### src/rtl/arbitro_reg3_pkg.sv
// arbitro_reg3 shared definitions
// State encoding, requester IDs and defaults
package arbitro_reg3_pkg;

    localparam int WIDTH_DEF = 3;
    localparam int CNT_W     = 4;

    localparam logic [1:0] ST_IDLE = 2'b00;
    localparam logic [1:0] ST_LOAD = 2'b01;
    localparam logic [1:0] ST_HOLD = 2'b10;

    localparam logic REQ0 = 1'b0;
    localparam logic REQ1 = 1'b1;

    typedef enum logic [1:0] {
        S_IDLE = ST_IDLE,
        S_LOAD = ST_LOAD,
        S_HOLD = ST_HOLD
    } state_t;

endpackage

### src/rtl/arbitro_reg3_arb_rr2.sv
// arb_rr2: two-way round-robin grant
// Ties go to whoever did not win last
module arb_rr2
    import arbitro_reg3_pkg::*;
(
    input  logic req0,
    input  logic req1,
    input  logic owner,
    output logic grant_valid,
    output logic grant_id
);

    // pick a single winner from the two requests
    always_comb begin
        grant_valid = req0 | req1;
        grant_id    = REQ0;
        if (req0 && req1) begin
            grant_id = ~owner;
        end else if (req1) begin
            grant_id = REQ1;
        end
    end

endmodule

### src/rtl/arbitro_reg3.sv
// arbitro_reg3: arbiter and load sequencer
// Grants, pulses one load cycle, then holds
module arbitro_reg3
    import arbitro_reg3_pkg::*;
#(
    parameter int WIDTH = WIDTH_DEF,
    parameter int HOLD  = 4
) (
    input  logic             clk,
    input  logic             rst,
    input  logic             req0,
    input  logic [WIDTH-1:0] d0,
    input  logic             req1,
    input  logic [WIDTH-1:0] d1,
    output logic             ack0,
    output logic             ack1,
    output logic [WIDTH-1:0] reg_d,
    output logic             reg_en,
    output logic             owner,
    output logic             busy
);

    localparam logic [CNT_W-1:0] HOLD_M1 = CNT_W'(HOLD - 1);

    state_t           state, state_n;
    logic [CNT_W-1:0] cnt, cnt_n;
    logic [WIDTH-1:0] d_n;
    logic             ack0_n, ack1_n, en_n;
    logic             owner_n, busy_n;
    logic             last, last_n;
    logic             grant_valid, grant_id;

    // last winner starts as requester 1 so a reset tie favours 0
    arb_rr2 u_arb (
        .req0        (req0),
        .req1        (req1),
        .owner       (last),
        .grant_valid (grant_valid),
        .grant_id    (grant_id)
    );

    // next state and next registered outputs
    always_comb begin
        state_n = state;
        cnt_n   = cnt;
        d_n     = reg_d;
        owner_n = owner;
        last_n  = last;
        ack0_n  = 1'b0;
        ack1_n  = 1'b0;
        en_n    = 1'b0;
        unique case (state)
            S_IDLE: begin
                if (grant_valid) begin
                    state_n = S_LOAD;
                    d_n     = grant_id ? d1 : d0;
                    owner_n = grant_id;
                    last_n  = grant_id;
                    ack0_n  = ~grant_id;
                    ack1_n  = grant_id;
                    en_n    = 1'b1;
                end
            end
            S_LOAD: begin
                state_n = S_HOLD;
                cnt_n   = HOLD_M1;
            end
            S_HOLD: begin
                if (cnt == '0) begin
                    state_n = S_IDLE;
                end else begin
                    cnt_n = cnt - 1'b1;
                end
            end
            default: state_n = S_IDLE;
        endcase
        busy_n = (state_n != S_IDLE);
    end

    // state, counter and output registers
    always_ff @(posedge clk) begin
        if (!rst) begin
            state  <= S_IDLE;
            cnt    <= '0;
            reg_d  <= '0;
            reg_en <= 1'b0;
            ack0   <= 1'b0;
            ack1   <= 1'b0;
            owner  <= REQ0;
            last   <= REQ1;
            busy   <= 1'b0;
        end else begin
            state  <= state_n;
            cnt    <= cnt_n;
            reg_d  <= d_n;
            reg_en <= en_n;
            ack0   <= ack0_n;
            ack1   <= ack1_n;
            owner  <= owner_n;
            last   <= last_n;
            busy   <= busy_n;
        end
    end

endmodule

### config.mk
export PLATFORM = sky130hd
export DESIGN_NAME = arbitro_reg3
export DESIGN_NICKNAME = d
export VERILOG_FILES = /design/src/rtl/arbitro_reg3_pkg.sv /design/src/rtl/arbitro_reg3_arb_rr2.sv /design/src/rtl/arbitro_reg3.sv
export SDC_FILE = /design/constraint.sdc
export NUM_CORES = 1
export LEC_CHECK = 0
export ABC_AREA = 1
export CAP_MARGIN = 20
export CORE_MARGIN = 2
export CORE_UTILIZATION = 48
export DETAILED_ROUTE_END_ITERATION = 8
export GPL_ROUTABILITY_DRIVEN = 0
export HOLD_SLACK_MARGIN = 0.15
export PLACE_DENSITY_LB_ADDON = 0.2
export SYNTH_ARGS = -nofsm -noshare
export SYNTH_HDL_FRONTEND = slang
export SYNTH_SLANG_ARGS = --single-unit
export TNS_END_PERCENT = 100
### constraint.sdc
create_clock -name clk -period 2.2 [get_ports clk]
set_input_delay 0.55 -clock clk [delete_from_list [all_inputs] [get_ports clk]]
set_output_delay 0.55 -clock clk [all_outputs]
set_load 0.05 [all_outputs]
==> results.sh <==
export IMPL_hold_path_class="reg2reg"
export IMPL_rsz0062_at_grt="no"
export IMPL_final_antenna_net_count=0
export IMPL_synthesis_area_um2=666
export IMPL_clk_latency_ns=0.28
export IMPL_synth_seq_cells=15
export IMPL_maxSlewHeadroom=0.661
export IMPL_drive_above_1_share=0.164
export IMPL_cts_clk_slew_worst_paths_ns=0.09
export IMPL_synth_cell_type_count=18
export IMPL_hold_start="owner$_SDFFE_PN0P_"
export IMPL_antenna_cells=0
export IMPL_maxCapViolations=0
export IMPL_path_delay_family="buffers and inverters"
export IMPL_hold_path_end="owner$_SDFFE_PN0P_"
export IMPL_run_status="complete, no violations"
export IMPL_cts_setup_buffers=0
export IMPL_cts_buffer_depth=2
export IMPL_die_height_um=41.2
export IMPL_groute_usage_overall=0.199
export IMPL_top_layer="met4"
export IMPL_area_growth_pct=32.3
export IMPL_crit_path_max_incr_delay_ns=0.81
export IMPL_synth_top_area_frac=0.451
export IMPL_post_dp_cell_area_um2=855
export IMPL_worstPathRequired_ns=1.65
export IMPL_worstRegToRegCells=6
export IMPL_cts_repair_resized=0
export IMPL_port_buffers=17
export IMPL_cts_root_buf="clkbuf_4"
export IMPL_wl_per_cell_um=10.2
export IMPL_yosys_top_cells_count="nand2_1 (23), dfxtp_1 (15), inv_1 (11)"
export IMPL_die_area_um2=1700
export IMPL_yosysMostFrequentCell="nand2_1"
export IMPL_peakVddDrop_mv=0.548
export IMPL_setup_tns_final_ns=0
export IMPL_wl_met3_um=48
export IMPL_cts_hold_buf=0
export IMPL_fmax_mhz=502
export IMPL_synth_area_leaders="dfxtp_1 (45%), nand2_1 (13%), inv_1 (6.2%)"
export IMPL_vias=600
export IMPL_synthFlopType="dfxtp_1"
export IMPL_core_area_um2=1300
export IMPL_r2r_end="cnt[0]$_SDFFE_PN0P_"
export IMPL_critPathKind="reg2out"
export IMPL_leakage_nw=0.424
export IMPL_cts_tree="done"
export IMPL_path_max_fanout=2
export IMPL_seq_area_frac_synth=0.451
export IMPL_min_path_cells=2
export IMPL_htreeDepth=1
export IMPL_routed_wl_met2_um=635
export IMPL_post_synth_cell_area_avg_um2=7.48
export IMPL_powerDensity_nw_per_um2=781
export IMPL_finalHoldViolations=0
export IMPL_routed_via_density=4.80
export IMPL_endpoint_kind="primary output"
export IMPL_postLayoutCellArea_um2=881
export IMPL_numCtsBuffers=3
export IMPL_nNetsFinal=122
export IMPL_r2r_slack_ns=1.02
export IMPL_netlist_instances=89
export IMPL_die_w_um=41.2
export IMPL_startpoint_type="flop"
export IMPL_fin_hold_ws_ns=0.474
export IMPL_slew_violations=0
export IMPL_grt_pass1_vias=546
export IMPL_drc=0
export IMPL_cp_num_buf_inv=1
export IMPL_r2r_start="cnt[0]$_SDFFE_PN0P_"
export IMPL_synthArstFlopShare=0
export IMPL_antenna_found_initial=0
export IMPL_rows=13
export IMPL_skew_ns=0.00693
export IMPL_clock_sinks=15
export IMPL_dr_pass1_iters=4
export IMPL_drt_iter0_drc=7
export IMPL_grt_max_degree=9
export IMPL_m1WireLength_um=551
export IMPL_dp_hpwl_um=1010
export IMPL_worstPathCellList="clkdlybuf4s50_1"
export IMPL_finalSetupViolations=0
export IMPL_pin_count=18
export IMPL_final_util=0.677
export IMPL_yosys_area_top_type="dfxtp_1"
export IMPL_arrival_ns=1.44
export IMPL_initial_core_util=0.512
export IMPL_min_period_over_period=0.905
export IMPL_synth_edf_count=0
export IMPL_fin_crit_ns=1.99
export IMPL_wl_um=1270
export IMPL_grt_ovfl_total=0
export IMPL_worstMarginPinSlew_ns=0.506
export IMPL_ys_warn_count=0
export IMPL_grt_pass1_wl_um=2040
export IMPL_synth_fp_nets=100
export IMPL_crit_slowest_cell="clkdlybuf4s50_1"
export IMPL_power_total_mw=0.688
export IMPL_fillers=116
where the power goes:
group	leakage (nW)	internal (mW)	switching, mW
clock	0.0150	0.0703	0.0815
combinational	0.285	0.0810	0.141
sequential	0.124	0.299	0.0150
total	0.424	0.450	0.237
cell usage in the layout, fill, tap and decap left out, types with 3 or more instances in the layout:
| master | count |
|---|---|
| a21oi_1 | 5 |
| a21oi_2 | 3 |
| clkbuf_4 | 3 |
| clkdlybuf4s50_1 | 17 |
| dfxtp_1 | 15 |
| inv_1 | 11 |
| inv_2 | 5 |
| nand2_1 | 23 |
| nand3_1 | 5 |
| nor2_1 | 8 |
per-layer routing:
| layer | vias up | global-route usage |
|---|---|---|
| met5 | - | 0 |
| met2 | 12 | 0.352 |
| li1 | 315 | - |
| met3 | 4 | 0.0707 |
| met4 | 0 | 0.169 |
| met1 | 269 | 0.177 |
state kept, by name, indices dropped and copies added, names as in the netlist:
name and count:
ack0 1, busy 1, reg_en 1, state 2
owner 1, last 1, cnt 4, ack1 1
reg_d 3
kinds of logic (layout without fill, tap and decap cells):
kind of cell	after synthesis	after routing	share of synthesized area
adders and majority gates	1	1	0.0188
and+or+nand+nor	42	42	0.297
DFF	15	15	0.451
AOI/OAI and AO/OA	14	14	0.130
buffers and inverters	16	37	0.0902
xor gates and xnor gates	1	1	0.0132
final cells by class:
cell class	count	area (µm²)	share of cell area
inverters	16	60.1	0.0682
clock buffers	4	26.3	0.0298
flip-flops and latches	15	300	0.341
multi-input cells	58	305	0.347
well taps	15	18.8	0.0213
repair buffers	17	170	0.193
metrics by stage:
stage          worst slack [ns]  std cells
2_1_floorplan              1.03         89
3_3_place_gp              0.526        121
3_5_place_dp              0.508        121
4_1_cts                   0.192        125
5_1_grt                   0.133        125
6_report                  0.209        125
worst max path at each step:
| stage | from | endpoint | cells after the start |
|---|---|---|---|
| floorplan | reg_d[0]$_SDFFE_PN0P_ | reg_d[0] | 0 |
| global placement | reg_d[0]$_SDFFE_PN0P_ | reg_d[0] | 1 |
| detailed placement | reg_d[0]$_SDFFE_PN0P_ | reg_d[0] | 1 |
| CTS | reg_d[0]$_SDFFE_PN0P_ | reg_d[0] | 1 |
| global route | reg_d[0]$_SDFFE_PN0P_ | reg_d[0] | 1 |
| finish | reg_d[0]$_SDFFE_PN0P_ | reg_d[0] | 1 |
Power figures use the tool's default switching activity.
